===== src/rtl/vga_pkg.sv =====
// Shared definitions for the VGA display engine: default 640x480 timing,
// colour-mode encodings and the line/frame total helper.
package vga_pkg;

    localparam int unsigned DEF_H_ACTIVE = 640;
    localparam int unsigned DEF_H_FP     = 16;
    localparam int unsigned DEF_H_SYNC   = 96;
    localparam int unsigned DEF_H_BP     = 48;
    localparam int unsigned DEF_V_ACTIVE = 480;
    localparam int unsigned DEF_V_FP     = 10;
    localparam int unsigned DEF_V_SYNC   = 2;
    localparam int unsigned DEF_V_BP     = 33;

    typedef enum logic [1:0] {
        MODE_SRC   = 2'd0,
        MODE_SOLID = 2'd1,
        MODE_GATE  = 2'd2,
        MODE_XOR   = 2'd3
    } mode_e;

    function automatic int unsigned vga_total(input int unsigned active,
                                              input int unsigned fp,
                                              input int unsigned sync,
                                              input int unsigned bp);
        return active + fp + sync + bp;
    endfunction

endpackage


===== src/rtl/vga_timing_core.sv =====
// Raster counters, sync/active decode and completed-frame counter.
// Sync outputs are polarity-free: high means "inside the sync window".
module vga_timing_core
    import vga_pkg::*;
#(
    parameter int unsigned H_ACTIVE = DEF_H_ACTIVE,
    parameter int unsigned H_FP     = DEF_H_FP,
    parameter int unsigned H_SYNC   = DEF_H_SYNC,
    parameter int unsigned H_BP     = DEF_H_BP,
    parameter int unsigned V_ACTIVE = DEF_V_ACTIVE,
    parameter int unsigned V_FP     = DEF_V_FP,
    parameter int unsigned V_SYNC   = DEF_V_SYNC,
    parameter int unsigned V_BP     = DEF_V_BP,
    parameter int unsigned FRAME_W  = 8
) (
    input  logic               clk_i,
    input  logic               rst_i,
    output logic [9:0]         x_o,
    output logic [9:0]         y_o,
    output logic               hsync_o,
    output logic               vsync_o,
    output logic               active_o,
    output logic               wrap_o,
    output logic [FRAME_W-1:0] frame_cnt_o
);

    localparam int unsigned H_TOTAL = vga_total(H_ACTIVE, H_FP, H_SYNC, H_BP);
    localparam int unsigned V_TOTAL = vga_total(V_ACTIVE, V_FP, V_SYNC, V_BP);

    localparam logic [9:0] H_LAST   = 10'(H_TOTAL - 1);
    localparam logic [9:0] V_LAST   = 10'(V_TOTAL - 1);
    localparam logic [9:0] H_ACT    = 10'(H_ACTIVE);
    localparam logic [9:0] V_ACT    = 10'(V_ACTIVE);
    localparam logic [9:0] HS_START = 10'(H_ACTIVE + H_FP);
    localparam logic [9:0] HS_END   = 10'(H_ACTIVE + H_FP + H_SYNC);
    localparam logic [9:0] VS_START = 10'(V_ACTIVE + V_FP);
    localparam logic [9:0] VS_END   = 10'(V_ACTIVE + V_FP + V_SYNC);

    logic [9:0]         h_q, h_d;
    logic [9:0]         v_q, v_d;
    logic [FRAME_W-1:0] frame_q, frame_d;
    logic               h_last, v_last;

    always_comb begin
        h_last  = (h_q == H_LAST);
        v_last  = (v_q == V_LAST);
        h_d     = h_last ? '0 : h_q + 10'd1;
        v_d     = v_q;
        frame_d = frame_q;
        if (h_last) begin
            v_d = v_last ? '0 : v_q + 10'd1;
        end
        if (h_last && v_last) begin
            frame_d = frame_q + FRAME_W'(1);
        end
    end

    always_ff @(posedge clk_i or posedge rst_i) begin
        if (rst_i) begin
            h_q     <= '0;
            v_q     <= '0;
            frame_q <= '0;
        end else begin
            h_q     <= h_d;
            v_q     <= v_d;
            frame_q <= frame_d;
        end
    end

    assign x_o         = h_q;
    assign y_o         = v_q;
    assign hsync_o     = (h_q >= HS_START) && (h_q < HS_END);
    assign vsync_o     = (v_q >= VS_START) && (v_q < VS_END);
    assign active_o    = (h_q < H_ACT) && (v_q < V_ACT);
    assign wrap_o      = h_last && v_last;
    assign frame_cnt_o = frame_q;

endmodule


===== src/rtl/vga_display_engine.sv =====
// VGA display engine: timing core, frame-synchronous shadowed config,
// source mux and registered pins with matched sync/colour latency.
module vga_display_engine
    import vga_pkg::*;
#(
    parameter int unsigned H_ACTIVE    = DEF_H_ACTIVE,
    parameter int unsigned H_FP        = DEF_H_FP,
    parameter int unsigned H_SYNC      = DEF_H_SYNC,
    parameter int unsigned H_BP        = DEF_H_BP,
    parameter int unsigned V_ACTIVE    = DEF_V_ACTIVE,
    parameter int unsigned V_FP        = DEF_V_FP,
    parameter int unsigned V_SYNC      = DEF_V_SYNC,
    parameter int unsigned V_BP        = DEF_V_BP,
    parameter logic        HS_POL      = 1'b0,
    parameter logic        VS_POL      = 1'b0,
    parameter int unsigned COLOR_BITS  = 2,
    parameter int unsigned NUM_SRC     = 4,
    parameter int unsigned SRC_LAT     = 1,
    parameter int unsigned SCALE_SHIFT = 3,
    parameter int unsigned FRAME_W     = 8
) (
    input  logic                              clk,
    input  logic                              rst,
    input  logic                              cfg_valid,
    input  logic [$clog2(NUM_SRC)-1:0]        cfg_sel,
    input  logic [1:0]                        cfg_mode,
    input  logic [3*COLOR_BITS-1:0]           cfg_color,
    input  logic [NUM_SRC*3*COLOR_BITS-1:0]   src_pixel,
    output logic [9:0]                        x,
    output logic [9:0]                        y,
    output logic [9:0]                        xcoor,
    output logic [9:0]                        ycoor,
    output logic                              sof,
    output logic [FRAME_W-1:0]                frame_cnt,
    output logic                              hs,
    output logic                              vs,
    output logic [3*COLOR_BITS-1:0]           rgb
);

    localparam int unsigned PW   = 3 * COLOR_BITS;
    localparam int unsigned SELW = $clog2(NUM_SRC);
    localparam logic [SELW:0] NSRC = (SELW + 1)'(NUM_SRC);

    typedef struct packed {
        logic            hs;
        logic            vs;
        logic            act;
        logic [SELW-1:0] sel;
        mode_e           mode;
        logic [PW-1:0]   color;
    } stage_t;

    localparam stage_t STAGE_IDLE = '0;

    logic hsync_w, vsync_w, active_w, wrap_w;

    vga_timing_core #(
        .H_ACTIVE (H_ACTIVE),
        .H_FP     (H_FP),
        .H_SYNC   (H_SYNC),
        .H_BP     (H_BP),
        .V_ACTIVE (V_ACTIVE),
        .V_FP     (V_FP),
        .V_SYNC   (V_SYNC),
        .V_BP     (V_BP),
        .FRAME_W  (FRAME_W)
    ) u_timing (
        .clk_i       (clk),
        .rst_i       (rst),
        .x_o         (x),
        .y_o         (y),
        .hsync_o     (hsync_w),
        .vsync_o     (vsync_w),
        .active_o    (active_w),
        .wrap_o      (wrap_w),
        .frame_cnt_o (frame_cnt)
    );

    assign xcoor = x >> SCALE_SHIFT;
    assign ycoor = y >> SCALE_SHIFT;
    assign sof   = (x == '0) && (y == '0);

    logic [SELW-1:0] pend_sel_q, pend_sel_d, live_sel_q, live_sel_d;
    mode_e           pend_mode_q, pend_mode_d, live_mode_q, live_mode_d;
    logic [PW-1:0]   pend_color_q, pend_color_d, live_color_q, live_color_d;
    logic            pend_flag_q, pend_flag_d;

    // Promotion reads the old pending value, so a write landing on the wrap
    // edge is held for the following frame.
    always_comb begin
        pend_sel_d   = pend_sel_q;
        pend_mode_d  = pend_mode_q;
        pend_color_d = pend_color_q;
        pend_flag_d  = pend_flag_q;
        live_sel_d   = live_sel_q;
        live_mode_d  = live_mode_q;
        live_color_d = live_color_q;
        if (wrap_w && pend_flag_q) begin
            live_sel_d   = pend_sel_q;
            live_mode_d  = pend_mode_q;
            live_color_d = pend_color_q;
            pend_flag_d  = 1'b0;
        end
        if (cfg_valid) begin
            pend_sel_d   = cfg_sel;
            pend_mode_d  = mode_e'(cfg_mode);
            pend_color_d = cfg_color;
            pend_flag_d  = 1'b1;
        end
    end

    always_ff @(posedge clk or posedge rst) begin
        if (rst) begin
            pend_sel_q   <= '0;
            pend_mode_q  <= MODE_SRC;
            pend_color_q <= '0;
            pend_flag_q  <= 1'b0;
            live_sel_q   <= '0;
            live_mode_q  <= MODE_SRC;
            live_color_q <= '0;
        end else begin
            pend_sel_q   <= pend_sel_d;
            pend_mode_q  <= pend_mode_d;
            pend_color_q <= pend_color_d;
            pend_flag_q  <= pend_flag_d;
            live_sel_q   <= live_sel_d;
            live_mode_q  <= live_mode_d;
            live_color_q <= live_color_d;
        end
    end

    stage_t stage0, tap;

    assign stage0 = '{hs: hsync_w, vs: vsync_w, act: active_w,
                      sel: live_sel_q, mode: live_mode_q, color: live_color_q};

    // Live config travels with the coordinate so it meets the matching pixel.
    generate
        if (SRC_LAT == 0) begin : g_nodly
            assign tap = stage0;
        end else begin : g_dly
            stage_t dly_q [SRC_LAT];
            always_ff @(posedge clk or posedge rst) begin
                if (rst) begin
                    for (int unsigned i = 0; i < SRC_LAT; i++) begin
                        dly_q[i] <= STAGE_IDLE;
                    end
                end else begin
                    dly_q[0] <= stage0;
                    for (int unsigned i = 1; i < SRC_LAT; i++) begin
                        dly_q[i] <= dly_q[i-1];
                    end
                end
            end
            assign tap = dly_q[SRC_LAT-1];
        end
    endgenerate

    logic [PW-1:0]   src_arr [NUM_SRC];
    logic [SELW-1:0] src_sel;
    logic [PW-1:0]   s, pix;
    logic [PW-1:0]   rgb_q, rgb_d;
    logic            hs_q, hs_d, vs_q, vs_d;

    always_comb begin
        for (int unsigned i = 0; i < NUM_SRC; i++) begin
            src_arr[i] = src_pixel[i*PW +: PW];
        end
        src_sel = ({1'b0, tap.sel} < NSRC) ? tap.sel : '0;
        s       = src_arr[src_sel];
        pix     = s;
        case (tap.mode)
            MODE_SRC:   pix = s;
            MODE_SOLID: pix = tap.color;
            MODE_GATE:  pix = s[0] ? tap.color : '0;
            MODE_XOR:   pix = tap.color ^ s;
            default:    pix = s;
        endcase
        rgb_d = tap.act ? pix : '0;
        hs_d  = tap.hs ? HS_POL : ~HS_POL;
        vs_d  = tap.vs ? VS_POL : ~VS_POL;
    end

    always_ff @(posedge clk or posedge rst) begin
        if (rst) begin
            hs_q  <= ~HS_POL;
            vs_q  <= ~VS_POL;
            rgb_q <= '0;
        end else begin
            hs_q  <= hs_d;
            vs_q  <= vs_d;
            rgb_q <= rgb_d;
        end
    end

    assign hs  = hs_q;
    assign vs  = vs_q;
    assign rgb = rgb_q;

endmodule


===== config.mk =====
export PLATFORM = sky130hd
export DESIGN_NAME = vga_display_engine
export DESIGN_NICKNAME = d
export VERILOG_FILES = /design/src/rtl/vga_pkg.sv /design/src/rtl/vga_timing_core.sv /design/src/rtl/vga_display_engine.sv
export SDC_FILE = /design/constraint.sdc
export NUM_CORES = 1
export LEC_CHECK = 0
export CAP_MARGIN = 5
export CORE_MARGIN = 2
export CORE_UTILIZATION = 43
export DETAILED_ROUTE_END_ITERATION = 6
export GPL_TIMING_DRIVEN = 0
export PLACE_DENSITY = 0.76
export SLEW_MARGIN = 10
export SYNTH_ARGS = -nofsm -noshare
export SYNTH_HDL_FRONTEND = slang
export SYNTH_SLANG_ARGS = --single-unit

===== constraint.sdc =====
create_clock -name clk -period 2.05 [get_ports clk]
set_input_delay 0.205 -clock clk [delete_from_list [all_inputs] [get_ports clk]]
set_output_delay 0.205 -clock clk [all_outputs]
set_load 0.01 [all_outputs]

==> results of run 1 <==
## cells in the final DEF (no fill, tap or decap), drive strengths merged, types with 2 or more instances in the layout
cell type,synthesis,layout
mux2,21,21
nand2,12,12
ha,6,6
xor2,17,17
nor2,11,11
o21ai,6,6
clkinv,0,2
and2,2,2
nor4,11,11
and3,5,5
nand4,4,4
a211oi,5,5
nand3,15,15
buf,23,33
clkbuf,3,13
nand2b,3,3
clkdlybuf4s50,0,86
dfstp,2,2
dfrtp,68,68
nor2b,6,6
inv,11,13
xnor2,9,9
nor3,6,6
a311oi,5,5
mux4,7,7
conb,1,6
## Yosys cell counts, types with 4 or more instances
library cell | count | area (um^2)
a211oi_1 | 5 | 37.5
a311oi_1 | 5 | 43.8
and3_1 | 5 | 31.3
buf_4 | 20 | 150
dfrtp_1 | 68 | 1700
ha_1 | 6 | 75.1
inv_1 | 11 | 41.3
mux2_2 | 21 | 236
mux4_2 | 7 | 158
nand2_1 | 12 | 45.0
nand3_1 | 12 | 60.1
nand4_1 | 4 | 25.0
nor2_1 | 11 | 41.3
nor2b_1 | 6 | 37.5
nor3_1 | 5 | 25.0
nor4_1 | 8 | 50.1
o21ai_0 | 6 | 30.0
xnor2_1 | 9 | 78.8
xor2_1 | 17 | 149
## where the power goes
part	switching (mW)	internal, mW	leakage (nW)
Clock	0.550	0.604	0.103
Sequential	0.0112	1.41	0.899
Combinational	0.0658	0.118	1.08
## metrics by stage
stage	setup TNS, ns	area [um^2]	total power [mW]
after floorplan	0	3360	1.52
final	0	4730	2.75
after global routing	-0.0245	4730	2.86
after global placement	-69.82	4360	1.62
after detailed placement	-0.953	4390	1.63
after CTS	0	4650	2.78
## per-layer routing
layer	up-vias	wire length (um)
li1	1150	-
met1	1175	3030
met2	70	3370
met3	11	313
met4	0	132
met5	-	0
## sequential cells by signal, indices dropped and copies added (netlist names)
name / cells
pend_sel_q: 2
vs: 1
pend_flag_q: 1
src_sel: 2
live_sel_q: 2
rgb: 6
hs: 1
u_timing.y_o: 10
pend_color_q: 6
u_timing.frame_cnt_o: 8
live_color_q: 6
u_timing.x_o: 10
pend_mode_q: 2
live_mode_q: 2
g_dly.dly_q: 11
## path summary, 6_finish.rpt
path	start	endpoint	slack, ns	cells after the start
max in group asynchronous	rst	u_timing.y_o[6]$_DFFE_PP0N_	1.37	3
min	rst	u_timing.frame_cnt_o[6]$_DFFE_PP0P_	0.15	2
max	u_timing.y_o[6]$_DFFE_PP0N_	sof	0.09	4
min reg2reg	g_dly.dly_q[12]$_DFF_PP0_	hs$_DFF_PP1_	0.35	1
max reg2reg	src_sel[0]$_DFF_PP0_	rgb[0]$_DFF_PP0_	0.11	5
min in group clk	g_dly.dly_q[12]$_DFF_PP0_	hs$_DFF_PP1_	0.35	1
## cell families after synthesis
group,synth area share [%]
xor+xnor,6.83
other cells,0.112
buf+inv,6.71
simple gates,15.6
compound gates,3.79
mux,12.1
flops,52.6
fa+ha+maj,2.25
## what timing repair did
item | in CTS | in global routing
pin swaps | 2 | 2
resized for setup | 9 | 14
hold buffers | 0 | 0
setup endpoints to repair | 13 | 18
buffers inserted | 3 | 5
## layout make-up
type	count	share of cell area [%]
Tap cell	102	2.70
Clock inverter	6	1.46
Buffer	26	4.00
Inverter	11	0.926
Clock buffer	10	2.91
Sequential cell	70	37.3
Timing Repair Buffer	96	20.2
Multi-Input combinational cell	166	30.6
==> flow_summary_export.csv, run 1 <==
group,metric,value,unit
placement,dp_slack,-0.169,ns
floorplanning,die_w,92.1,um
route,totalWireLength,6850,um
global_routing,use_met1,22.8,%
job,maxCapViolations,0,
global_routing,grt_usage,17.3,%
timing,fin_crit,1.96,ns
cells_and_area,regArea,1760,um^2
cells_and_area,antenna_cells,0,
synth,synth.avg_cell_area,12.4,um^2
timing,finalSetupViolations,0,
global_routing,use_met2,27.6,%
timing,fin_worst_skew,0.00860,ns
global_routing,busiest_layer,"met2",
floorplanning,core-area,7610,um^2
worst_setup_path,crit_fanout,6,
cts,cts_root_buf,"clkbuf_8",
status,run_status,"finished, final reports clean",
timing,finalMaxSlewViolations,0,
power_and_ir_drop,cellPowerDensity,583,nW/um^2
worst_setup_path,crit_arrival,1.75,ns
synth,synth_seq_area_share,52.6,%
synth,ys_types,39,
timing,rsz0062_at_grt,"true",
global_routing,antenna_found_initial,0,
worst_setup_path,cpLargestDelayFamily,"simple AND/OR/NAND/NOR gates",
worst_setup_path,required,1.85,ns
cells_and_area,layout.cells.non_filler,487,
worst_setup_path,cp_slowest_cell,"dfrtp_2",
worst_setup_path,endpoint_kind,"primary output",
worst_setup_path,critical_path_class,"flip-flop to primary output",
cts,clk-insertion-delay-late,0.34,ns
floorplanning,io_pins,94,
worst_hold_path,min_path_type,"input port to async pin",
route,viasPerCell,4.94,
global_routing,grtUsageMet3,5.18,%
global_routing,grt_pass1_wl,11400,um
route,drtAntennaViolNets,0,
worst_setup_path,path_cells,"nor4_4 > nand4_1 > nor4_2 > buf_2",
floorplanning,die_h,92.1,um
cts,cts_tree,"built",
synth,async_flop_share,100,%
synth,syn_area,3340,um^2
worst_setup_path,startpoint_type,"flip-flop",
cells_and_area,n_fill_cell,602,
cts,cts_sinks,70,
synth,synth_warnings,0,
cells_and_area,drive_gt1_share,26.8,%
floorplanning,dieArea,8480,um^2
timing,fin_crit_sh,95.5,%
timing,holdWs,0.145,ns
floorplanning,start_util,43.8,%
cts,cts_made_buffers,9,
timing,hold_viol,0,
cells_and_area,final_core_util,62.2,%
placement,place_inst,463,
global_routing,grt_overflow_total,0,
timing,worst_slack,0.0918,ns
floorplanning,placementRows,32,
power_and_ir_drop,ir_drop,456,uV
route,wl_per_cell,14.1,um
timing,clock.fmax,511,MHz
placement,gp_congestion,0.814,
synth,synth_flop_cell,"dfrtp_1",
synth,ys_ff_latch,70,
power_and_ir_drop,p_leak,2.09,nW
route,drc,0,
route,vias,2406,
timing,worst_pin_slew,0.609,ns
cts,cts_buffer_depth,2,
placement,dp_hpwl,4980,um
cells_and_area,area_growth,41.7,%
global_routing,grt_pass1_vias,2281,
global_routing,grt_max_degree,54,
cells_and_area,multi_input_area,1450,um^2
placement,io_buffers,87,
timing,slew_headroom,59.0,%
synth,synth_edf_count,0,
worst_setup_path,crit_buf_inv,1,
worst_setup_path,critPathMaxStageDelay,0.46,ns
cts,clkTransAtPathRegs,0.08,ns
route,dr.pass1.iters,4,
synth,synth_cells,268,
cells_and_area,fin_nets,423,
cts,htreeDepth,3,
route,drt_iter0_markers,187,
Note: power is estimated with default switching activity, not from simulation.
==> run 2, diff against run 1 <==
--- a/config.mk
+++ b/config.mk
@@ -5,11 +5,10 @@
 export SDC_FILE = /design/constraint.sdc
 export NUM_CORES = 1
 export LEC_CHECK = 0
-export CAP_MARGIN = 5
+export CAP_MARGIN = 10
 export CORE_MARGIN = 2
 export CORE_UTILIZATION = 43
 export DETAILED_ROUTE_END_ITERATION = 6
-export GPL_TIMING_DRIVEN = 0
 export PLACE_DENSITY = 0.76
 export SLEW_MARGIN = 10
 export SYNTH_ARGS = -nofsm -noshare
==> run 2 against run 1 <==
Effect of this change: core utilization shrank 1.2 points; cell area shrank 1.9%; sequential share of layout area up 0.53 points; global-route usage up 0.33 points; combinational power shrank 7%; count of clock-buffer cells in the layout unchanged; final cell count shrank 1.0%; worst setup slack got worse by 0.037 ns; maximum frequency fell by 1.8%; largest power group unchanged.
==> flow_summary_export.csv, run 2 (synthesized netlist as in run 1, its figures left out) <==
group,metric,value,unit
worst_setup_path,crit_fanout,2,
cells_and_area,regMostFlops,"g_dly.dly_q",
floorplanning,die_h,92.1,um
route,totalWireLength,7200,um
timing,fin_crit,1.99,ns
worst_setup_path,path_cells,"nor4_2 > buf_4 > nand4_1 > nor4_2 > buf_2",
worst_setup_path,path_common_cell,"nor4_2",
route,drc,0,
cells_and_area,final_cell_mix,"86 x clkdlybuf4s50_1, 68 x dfrtp_1, 29 x buf_4",
floorplanning,core-area,7610,um^2
cells_and_area,final_common_cell,"clkdlybuf4s50_1",
status,run_status,"finished, final reports clean",
placement,io_buffers,87,
worst_setup_path,startpoint_type,"flip-flop",
worst_setup_path,endpoint_kind,"primary output",
worst_setup_path,critical_path_class,"flip-flop to primary output",
global_routing,grt_pass1_vias,2354,
cts,clkTransAtPathRegs,0.08,ns
global_routing,grt_max_degree,71,
worst_setup_path,crit_arrival,1.79,ns
cts,cts_root_buf,"clkbuf_8",
worst_hold_path,min_path_type,"input port to async pin",
cts,htreeDepth,3,
worst_setup_path,reg2regPathDepth,4,
timing,rsz0062_at_grt,"true",
cts,clk-insertion-delay-late,0.35,ns
worst_setup_path,required,1.85,ns
timing,clock.fmax,501,MHz
route,drt_iter0_markers,119,
placement,gp_congestion,0.813,
power_and_ir_drop,ir_drop,372,uV
cells_and_area,fin_nets,418,
global_routing,grt_pass1_wl,11600,um
timing,holdWs,0.281,ns
cells_and_area,antenna_cells,0,
global_routing,grt_overflow_total,0,
global_routing,antenna_found_initial,0,
timing,finalMaxSlewViolations,0,
cells_and_area,drive_gt1_share,23.9,%
timing,tns,0,ns
route,viasPerCell,4.97,
floorplanning,start_util,43.8,%
cts,cts_sinks,70,
floorplanning,placementRows,32,
worst_setup_path,critPathMaxStageDelay,0.40,ns
cells_and_area,n_fill_cell,609,
power_and_ir_drop,finalPower,2.73,mW
cts,cts_buffer_depth,2,
cells_and_area,area_growth,39.1,%
global_routing,grt_usage,17.7,%
job,maxCapViolations,0,
route,wl_per_cell,14.9,um
power_and_ir_drop,p_leak,2.05,nW
route,dr.pass1.iters,4,
placement,dp_hpwl,5390,um
floorplanning,die_w,92.1,um
timing,finalSetupViolations,0,
worst_setup_path,cp_slowest_cell,"dfrtp_1",
timing,fin_worst_skew,0.0112,ns
cells_and_area,largest_reg_flops,11,
timing,fin_crit_sh,97.3,%
floorplanning,io_pins,94,
cts,postCtsSetupRepairBufs,0,
route,vias,2395,
power_and_ir_drop,cellPowerDensity,588,nW/um^2
route,drtAntennaViolNets,0,
cts,cts_tree,"built",
timing,hold_viol,0,
cts,cts_made_buffers,9,
floorplanning,dieArea,8480,um^2
[run 2: worst paths after layout]
kind	slack, ns	endpoint	start
worst max-delay path	0.06	sof	u_timing.x_o[7]$_DFF_PP0_
worst min-delay path	0.28	u_timing.x_o[3]$_DFF_PP0_	rst
worst max register to register	0.10	rgb[0]$_DFF_PP0_	src_sel[0]$_DFF_PP0_
worst min register to register	0.35	hs$_DFF_PP1_	g_dly.dly_q[12]$_DFF_PP0_
max in group asynchronous	1.46	hs$_DFF_PP1_	rst
min in group clk	0.35	hs$_DFF_PP1_	g_dly.dly_q[12]$_DFF_PP0_
[run 2: through the flow]
stage	std cells	area, um^2	util, %	worst slack, ns
floorplan	273	3360	-	0.0248
global placement	466	4410	57.9	-0.0562
detailed placement	466	4410	57.9	-0.128
CTS	482	4620	60.7	0.0584
global route	482	4640	61.0	-0.0248
finish	482	4640	61.0	0.0550
[run 2: routing by layer]
layer | share of wire (%) | GRT usage [%] | up-vias
li1 | - | - | 1142
met1 | 43 | 21.8 | 1188
met2 | 52 | 30.4 | 61
met3 | 3.9 | 4.77 | 4
met4 | 0.93 | 5.22 | 0
met5 | 0 | 0 | -
[run 2: area by class of cell]
type	instances	area [um^2]	area share, %
Sequential cell	70	1750	37.8
Multi-Input combinational cell	166	1410	30.3
Timing Repair Buffer	117	1100	23.8
Clock buffer	10	138	2.97
Tap cell	102	128	2.75
Clock inverter	6	68.8	1.48
Inverter	11	41.3	0.890
[run 2: power by group]
part           switching (mW)  internal (mW)
clock                   0.540          0.601
sequential             0.0113           1.41
combinational          0.0636          0.108
[run 2: what timing repair did]
action                                  CTS  global route
hold buffers                              0             0
endpoints found under the setup margin    1             1
gates resized for setup                   3             6
pin swaps                                 1             1
[run 2: critical path, delay by kind of cell (launching register included)]
kind / cells / cell delay (ns)
buffers and inverters: 2 / 0.35
AND/OR/NAND/NOR: 3 / 0.70
flip-flops: 1 / 0.40
